--- src/rtl/pixel_ring_buffer_pkg.sv ---
// ---------------------------------------------------------------------------
// pixel_buf_pkg
// Shared definitions for the pixel ring buffer: FSM state encoding and the
// default geometry constants (8-bit pixels, 72-entry ring, 2 read taps).
// Optional feature macro used elsewhere in this slice: PIXEL_BUF_OVERRUN_EN.
// ---------------------------------------------------------------------------
package pixel_buf_pkg;

  localparam int PIX_W     = 8;
  localparam int PIX_DEPTH = 72;
  localparam int PIX_TAPS  = 2;

  typedef enum logic [1:0] {
    EMPTY   = 2'd0,
    LOADING = 2'd1,
    READY   = 2'd2
  } buf_state_t;

  // Loads are accepted in every state except READY (frame complete).
  function automatic logic accepts_load(input buf_state_t st);
    return (st != READY);
  endfunction

endpackage

--- src/rtl/pixel_ring_buffer_if.sv ---
// ---------------------------------------------------------------------------
// pixel_ring_buffer_if
// Pixel load channel (SPI side) of the ring buffer.
//   load_valid : master -> slave, load_data holds a pixel
//   load_data  : master -> slave, DATA_W-bit pixel value
//   load_ready : slave -> master, buffer accepts a load this cycle
// ---------------------------------------------------------------------------
interface pixel_ring_buffer_if
  import pixel_buf_pkg::*;
#(
  parameter int DATA_W = PIX_W
);

  logic              load_valid;
  logic [DATA_W-1:0] load_data;
  logic              load_ready;

  modport master (output load_valid, output load_data, input load_ready);
  modport slave  (input load_valid, input load_data, output load_ready);

endinterface

--- src/rtl/pixel_ring_buffer_stage.sv ---
// ---------------------------------------------------------------------------
// pixel_buf_stage
// One entry of the ring: a DATA_W register that captures one of two inputs
// when shifting is enabled.
//   i_clk, i_rst : clock, asynchronous active-high reset (clears to 0)
//   i_shift_en   : capture the selected input this cycle
//   i_sel_load   : 1 selects i_d_load, 0 selects i_d_rot
//   i_d_load     : input used during a load shift
//   i_d_rot      : input used during a rotation shift
//   o_q          : stored value
// ---------------------------------------------------------------------------
module pixel_buf_stage
  import pixel_buf_pkg::*;
#(
  parameter int DATA_W = PIX_W
) (
  input  logic              i_clk,
  input  logic              i_rst,
  input  logic              i_shift_en,
  input  logic              i_sel_load,
  input  logic [DATA_W-1:0] i_d_load,
  input  logic [DATA_W-1:0] i_d_rot,
  output logic [DATA_W-1:0] o_q
);

  logic [DATA_W-1:0] r_q;
  logic [DATA_W-1:0] w_d;

  // Input select between load path and rotation path.
  always_comb begin
    if (i_sel_load) begin
      w_d = i_d_load;
    end else begin
      w_d = i_d_rot;
    end
  end

  // Storage register.
  always_ff @(posedge i_clk or posedge i_rst) begin
    if (i_rst) begin
      r_q <= '0;
    end else if (i_shift_en) begin
      r_q <= w_d;
    end else begin
      r_q <= r_q;
    end
  end

  assign o_q = r_q;

endmodule

--- src/rtl/pixel_ring_buffer.sv ---
// ---------------------------------------------------------------------------
// pixel_ring_buffer
// Loads a frame of DEPTH pixels through a shift chain, then rotates the full
// ring one entry per rot_en so the network side sees every pixel at the taps.
//   i_clk, i_rst : clock, asynchronous active-high reset
//   load_if      : load channel (slave modport: load_valid/load_data in,
//                  load_ready out)
//   i_rot_en     : rotate the ring by one entry (only honoured when READY)
//   i_clear      : synchronous frame restart; storage is retained
//   o_rd_data    : tap k = stage DEPTH-1-k at bits [k*DATA_W +: DATA_W]
//   o_frame_full : DEPTH entries loaded (state READY)
//   o_count      : entries loaded in the current frame
//   o_rot_pos    : rotation offset modulo DEPTH
//   o_wrap       : one-cycle pulse after each completed revolution
//   o_overrun    : only with PIXEL_BUF_OVERRUN_EN; sticky flag for a load
//                  attempted while load_ready was low
// ---------------------------------------------------------------------------
module pixel_ring_buffer
  import pixel_buf_pkg::*;
#(
  parameter int DATA_W = PIX_W,
  parameter int DEPTH  = PIX_DEPTH,
  parameter int TAPS   = PIX_TAPS
) (
  input  logic                         i_clk,
  input  logic                         i_rst,
  pixel_ring_buffer_if.slave           load_if,
  input  logic                         i_rot_en,
  input  logic                         i_clear,
  output logic [TAPS*DATA_W-1:0]       o_rd_data,
  output logic                         o_frame_full,
  output logic [$clog2(DEPTH+1)-1:0]   o_count,
  output logic [$clog2(DEPTH)-1:0]     o_rot_pos,
  output logic                         o_wrap
`ifdef PIXEL_BUF_OVERRUN_EN
  ,
  output logic                         o_overrun
`endif
);

  localparam int CNT_W = $clog2(DEPTH + 1);
  localparam int POS_W = $clog2(DEPTH);

  buf_state_t                     r_state;
  logic                           r_load_ready;
  logic                           r_frame_full;
  logic                           r_wrap;
  logic [CNT_W-1:0]               r_count;
  logic [POS_W-1:0]               r_rot_pos;

  logic                           w_load_acc;
  logic                           w_rot;
  logic                           w_shift_en;
  logic                           w_last_load;
  logic                           w_last_pos;
  logic [DEPTH-1:0][DATA_W-1:0]   w_stage;

  // Qualified load/rotate strobes; clear beats load, load beats rotate.
  always_comb begin
    w_load_acc  = load_if.load_valid & r_load_ready & ~i_clear;
    w_rot       = i_rot_en & (r_state == READY) & ~i_clear & ~w_load_acc;
    w_shift_en  = w_load_acc | w_rot;
    w_last_load = (r_count == CNT_W'(DEPTH - 1));
    w_last_pos  = (r_rot_pos == POS_W'(DEPTH - 1));
  end

  // Stage 0 takes the new pixel on a load and the tail entry on a rotate;
  // every other stage takes its predecessor either way.
  for (genvar gi = 0; gi < DEPTH; gi++) begin : g_stage
    logic [DATA_W-1:0] w_d_load;
    logic [DATA_W-1:0] w_d_rot;
    if (gi == 0) begin : g_head
      assign w_d_load = load_if.load_data;
      assign w_d_rot  = w_stage[DEPTH-1];
    end else begin : g_body
      assign w_d_load = w_stage[gi-1];
      assign w_d_rot  = w_stage[gi-1];
    end
    pixel_buf_stage #(.DATA_W(DATA_W)) u_stage (
      .i_clk      (i_clk),
      .i_rst      (i_rst),
      .i_shift_en (w_shift_en),
      .i_sel_load (w_load_acc),
      .i_d_load   (w_d_load),
      .i_d_rot    (w_d_rot),
      .o_q        (w_stage[gi])
    );
  end

  for (genvar gk = 0; gk < TAPS; gk++) begin : g_tap
    assign o_rd_data[gk*DATA_W +: DATA_W] = w_stage[DEPTH-1-gk];
  end

  // Frame FSM with registered status outputs, load counter and rotation offset.
  always_ff @(posedge i_clk or posedge i_rst) begin
    if (i_rst) begin
      r_state      <= EMPTY;
      r_load_ready <= 1'b1;
      r_frame_full <= 1'b0;
      r_count      <= '0;
      r_rot_pos    <= '0;
      r_wrap       <= 1'b0;
    end else if (i_clear) begin
      r_state      <= EMPTY;
      r_load_ready <= 1'b1;
      r_frame_full <= 1'b0;
      r_count      <= '0;
      r_rot_pos    <= '0;
      r_wrap       <= 1'b0;
    end else begin
      r_wrap <= w_rot & w_last_pos;
      case (r_state)
        EMPTY, LOADING: begin
          if (w_load_acc) begin
            r_count <= r_count + CNT_W'(1);
            if (w_last_load) begin
              r_state      <= READY;
              r_load_ready <= accepts_load(READY);
              r_frame_full <= 1'b1;
            end else begin
              r_state      <= LOADING;
              r_load_ready <= accepts_load(LOADING);
              r_frame_full <= 1'b0;
            end
          end else begin
            r_state <= r_state;
          end
        end
        READY: begin
          if (w_rot) begin
            if (w_last_pos) begin
              r_rot_pos <= '0;
            end else begin
              r_rot_pos <= r_rot_pos + POS_W'(1);
            end
          end else begin
            r_rot_pos <= r_rot_pos;
          end
        end
        default: begin
          r_state      <= EMPTY;
          r_load_ready <= 1'b1;
          r_frame_full <= 1'b0;
          r_count      <= '0;
          r_rot_pos    <= '0;
        end
      endcase
    end
  end

  assign load_if.load_ready = r_load_ready;
  assign o_frame_full       = r_frame_full;
  assign o_count            = r_count;
  assign o_rot_pos          = r_rot_pos;
  assign o_wrap             = r_wrap;

`ifdef PIXEL_BUF_OVERRUN_EN
  logic r_overrun;

  // Sticky overrun: a load offered while the buffer refuses it.
  always_ff @(posedge i_clk or posedge i_rst) begin
    if (i_rst) begin
      r_overrun <= 1'b0;
    end else if (i_clear) begin
      r_overrun <= 1'b0;
    end else if (load_if.load_valid & ~r_load_ready) begin
      r_overrun <= 1'b1;
    end else begin
      r_overrun <= r_overrun;
    end
  end

  assign o_overrun = r_overrun;
`endif

endmodule

--- src/flat_wrapper.sv ---
// flat-port wrapper written by rule: the top's interface ports become plain ports
module pixel_ring_buffer_flat import pixel_buf_pkg::*;
#(
  parameter int DATA_W = PIX_W,
  parameter int DEPTH  = PIX_DEPTH,
  parameter int TAPS   = PIX_TAPS
)
  (i_clk, i_rst, i_rot_en, i_clear, o_rd_data, o_frame_full, o_count, o_rot_pos, o_wrap, load_if_load_valid, load_if_load_data, load_if_load_ready);
  pixel_ring_buffer_if #(.DATA_W(DATA_W)) load_if_i ();
  input  logic i_clk;
  input  logic i_rst;
  input  logic i_rot_en;
  input  logic i_clear;
  output logic [TAPS*DATA_W-1:0] o_rd_data;
  output logic o_frame_full;
  output logic [$clog2(DEPTH+1)-1:0] o_count;
  output logic [$clog2(DEPTH)-1:0] o_rot_pos;
  output logic o_wrap;
  input wire logic [$bits(load_if_i.load_valid)-1:0] load_if_load_valid;
  input wire logic [$bits(load_if_i.load_data)-1:0] load_if_load_data;
  output wire logic [$bits(load_if_i.load_ready)-1:0] load_if_load_ready;
  assign load_if_i.load_valid = load_if_load_valid;
  assign load_if_i.load_data = load_if_load_data;
  assign load_if_load_ready = load_if_i.load_ready;
  pixel_ring_buffer #(.DATA_W(DATA_W), .DEPTH(DEPTH), .TAPS(TAPS)) u_core (.i_clk(i_clk), .i_rst(i_rst), .load_if(load_if_i), .i_rot_en(i_rot_en), .i_clear(i_clear), .o_rd_data(o_rd_data), .o_frame_full(o_frame_full), .o_count(o_count), .o_rot_pos(o_rot_pos), .o_wrap(o_wrap));
endmodule
--- config.mk ---
export PLATFORM = sky130hd
export DESIGN_NAME = pixel_ring_buffer_flat
export DESIGN_NICKNAME = d
export VERILOG_FILES = /design/src/rtl/pixel_ring_buffer_pkg.sv /design/src/rtl/pixel_ring_buffer_if.sv /design/src/rtl/pixel_ring_buffer_stage.sv /design/src/rtl/pixel_ring_buffer.sv /design/src/flat_wrapper.sv
export SDC_FILE = /design/constraint.sdc
export NUM_CORES = 1
export LEC_CHECK = 0
export BUFFER_PORTS_ARGS = -buffer_cell sky130_fd_sc_hd__clkbuf_2
export CAP_MARGIN = 20
export CORE_ASPECT_RATIO = 0.9
export CORE_UTILIZATION = 34
export CTS_BUF_LIST = sky130_fd_sc_hd__clkbuf_16
export DETAILED_ROUTE_END_ITERATION = 6
export PLACE_DENSITY = 0.53
export SETUP_SLACK_MARGIN = 0.4
export SLEW_MARGIN = 20
export SYNTH_ARGS = -nofsm -noshare
export SYNTH_HDL_FRONTEND = slang
export SYNTH_SLANG_ARGS = --single-unit
export TNS_END_PERCENT = 1
--- constraint.sdc ---
create_clock -name i_clk -period 29 [get_ports i_clk]
set_clock_uncertainty 0.1 [all_clocks]
set_input_delay 4.35 -clock i_clk [delete_from_list [all_inputs] [get_ports i_clk]]
set_output_delay 4.35 -clock i_clk [all_outputs]
set_load 0.05 [all_outputs]
==> qor.yml <==
initial_core_util: 0.347
internal-power_mw: 1.44
timing.fmax_mhz: 137
cpMostUsedCell: "buf_12"
syn_area_um2: 22400
grt_max_degree: 229
num-nets-final: 1400
cp.required_ns: 29.37
core_region_area_um2: 64600
ctsResizeCount: 0
switching_share: 0.220
cts_root_buffer: "clkbuf_16"
syn_inst: 1335
clock_sinks: 594
drt-initial-drc-count: 496
min_period_ns: 7.32
grt_pass1_wl_um: 54400
cts_buffer_depth: 3
num_vias: 10500
combPwrFrac: 0.070
grtUsageTotal: 0.0963
dr.max_layer_used: "met4"
p_total_mw: 1.85
place.port_buffers: 45
routed-wl-met2_um: 13200
n_fill_cell: 5934
utilization: 0.393
syn-mean-instance-area_um2: 16.8
route.layer.met1.wl_um: 15000
ys_seq_elements: 594
critical_path_buf_inv_count: 4
fin_tns_setup_ns: 0
dp.final_hpwl_um: 16500
synth_nets: 1350
peakVddDrop_mv: 0.0498
power.leakage_nw: 12.6
hold_violations: 0
dr.pass1.iters: 4
tightest_slew_ns: 1.20
cts.clk_slew.worst_paths_ns: 0.06
numCtsBuffers: 61
ios: 46
die_h_um: 246
slowest_delay_ns: 0.91
post_cts_buffers: 0
insertion_delay_ns: 0.61
antenna_found_initial: 0
wl_per_cell_um: 13.3
seqPwrFrac: 0.513
maxSlewViolCount: 0
routed_via_density: 4.57
ys_types: 39
relSlewSlack: 0.202
crit_fanout: 199
syn_to_final_growth_pct: 13.3
cts_tree: "built"
synth_warnings: 0
num_rows: 88
status: "finished, final reports clean"
crit_chain: "clkbuf_2 > nand3b_1 > a21oi_4 > buf_12 > buf_4 > buf_12 > mux2_2"
die_w_um: 273
setup_viol: 0
cts_hold_buf: 0
drc_errors: 0
die_area_um2: 66900
overflow: 0
power_density_nw_per_um2: 72.9
p_sw_uw: 407
min_path_type: "flop to flop"
cp-start-kind: "primary input"
pwr-share-clk: 0.417
end_kind: "flop"
diodes: 0
grt_pass1_vias: 11100
maxCapViolCount: 0
ant_nets: 0
rsz0062_at_grt: "false"
crit_slowest_cell: "buf_4"
htree_levels: 2
wl_um: 30500
drive_gt1_frac: 0.493
ys_seq_area_frac: 0.664
timing.final.crit_share: 0.252
routabilityCongestion: 0.740
wl_met3_um: 1370
path_delay_family: "buffers and inverters"
path_class: "primary input to flop"
critPathArrivalTime_ns: 7.68
==> registers in the layout (all words and copies together), names as in the netlist <==
register and count:
u_core.load_if.load_ready 1, u_core.g_stage.u_stage.o_q 576, u_core.o_wrap 1, u_core.r_state 1
u_core.o_rot_pos 7, u_core.o_frame_full 1, u_core.o_count 7
==> per-stage QoR <==
stage          worst slack [ns]  cells  cell area (um2)  hold WS, ns
2_1_floorplan              7.93   1335            22400        0.375
3_3_place_gp              20.76   2176            23300        0.383
3_5_place_dp              20.75   2176            23300        0.387
4_1_cts                   21.39   2291            25300        0.394
5_1_grt                   21.42   2292            25400        0.400
6_report                  21.68   2292            25400        0.387
==> path summary, 6_finish.rpt <==
kind | from | endpoint | slack [ns] | cells after the start
worst max-delay path | i_rot_en | u_core.g_stage[43].u_stage.o_q[1] | 21.68 | 7
worst min-delay path | u_core.g_stage[8].u_stage.o_q[4] | u_core.g_stage[9].u_stage.o_q[4] | 0.39 | 1
worst max register to register | u_core.o_frame_full | u_core.g_stage[43].u_stage.o_q[1] | 24.87 | 6
worst min register to register | u_core.g_stage[8].u_stage.o_q[4] | u_core.g_stage[9].u_stage.o_q[4] | 0.39 | 1
max in group asynchronous | i_rst | u_core.g_stage[24].u_stage.o_q[0] | 22.05 | 5
min in group asynchronous | i_rst | u_core.g_stage[21].u_stage.o_q[2] | 3.76 | 2
==> per-layer routing <==
metal,track usage,up-vias
li1,-,4844
met1,0.130,5427
met2,0.148,136
met3,0.0226,60
met4,0.0400,0
met5,0,-
==> synth_stat cells, drive strengths merged <==
cell type,instances,area (um2)
nand3b,2,15.0
nor3,1,5.00
o21ai,2,10.0
a21boi,1,7.51
nor4b,2,17.5
nor3b,2,15.0
o21bai,1,7.51
inv,1,3.75
a21o,1,7.51
xor2,1,8.76
mux2i,10,100
nand2,9,36.3
xnor2,5,43.8
nor2b,2,12.5
a2bb2oi,1,8.76
and3,3,18.8
nor2,17,63.8
a41oi,2,17.5
ha,2,25.0
mux2,568,6400
and4,1,8.76
a31oi,7,43.8
nand3,6,30.0
a21oi,15,78.8
a211oi,3,22.5
and2,1,6.26
a22o,1,8.76
dfstp,1,26.3
nand2b,3,18.8
buf,66,467
and3b,1,8.76
dfrtp,593,14800
clkbuf,2,7.51
or2,1,6.26
or3,1,6.26
==> kinds of logic (layout without fill, tap and decap cells) <==
logic type / after synthesis / after routing / synth area share
AND/OR/NAND/NOR: 52 / 52 / 0.0120
XOR/XNOR: 6 / 6 / 0.00235
buffers and inverters: 69 / 171 / 0.0213
AO/OA/AOI/OAI: 34 / 34 / 0.00950
flip-flops: 594 / 594 / 0.664
multiplexers: 578 / 578 / 0.290
adder cells (fa/ha/maj): 2 / 2 / 0.00112
==> area by class of cell <==
cell class	instances	area, um2	area share
flip-flops and latches	594	14900	0.586
multi-input cells	672	7060	0.278
clock buffers	62	1550	0.0612
well taps	855	1070	0.0422
clock inverters	53	447	0.0176
repair buffers	55	362	0.0143
inverters	1	11.3	0.000444
==> power groups by stage <==
stage / clock, mW / combinational, mW / sequential (mW)
6_report: 0.772 / 0.129 / 0.949
4_1_cts: 0.807 / 0.133 / 0.950
5_1_grt: 0.840 / 0.144 / 0.961
3_3_place_gp: 0 / 0.127 / 0.962
3_5_place_dp: 0 / 0.133 / 0.965
2_1_floorplan: 0 / 0.116 / 0.953
==> cell usage in the layout, fill, tap and decap left out, drive strengths merged, types with 2 or more instances in the layout <==
cell    instances
clkinv         34
mux2          568
nor2           17
dfrtp         593
nand3b          2
nand2b          3
o21ai           2
a31oi           7
nor3b           2
inv            11
nand2           9
and3            3
bufinv          8
ha              2
a211oi          3
nand3           6
a21oi          15
nor4b           2
mux2i          10
xnor2           5
a41oi           2
clkbuf        107
buf            10
nor2b           2
Note: power is estimated with default switching activity, not from simulation.
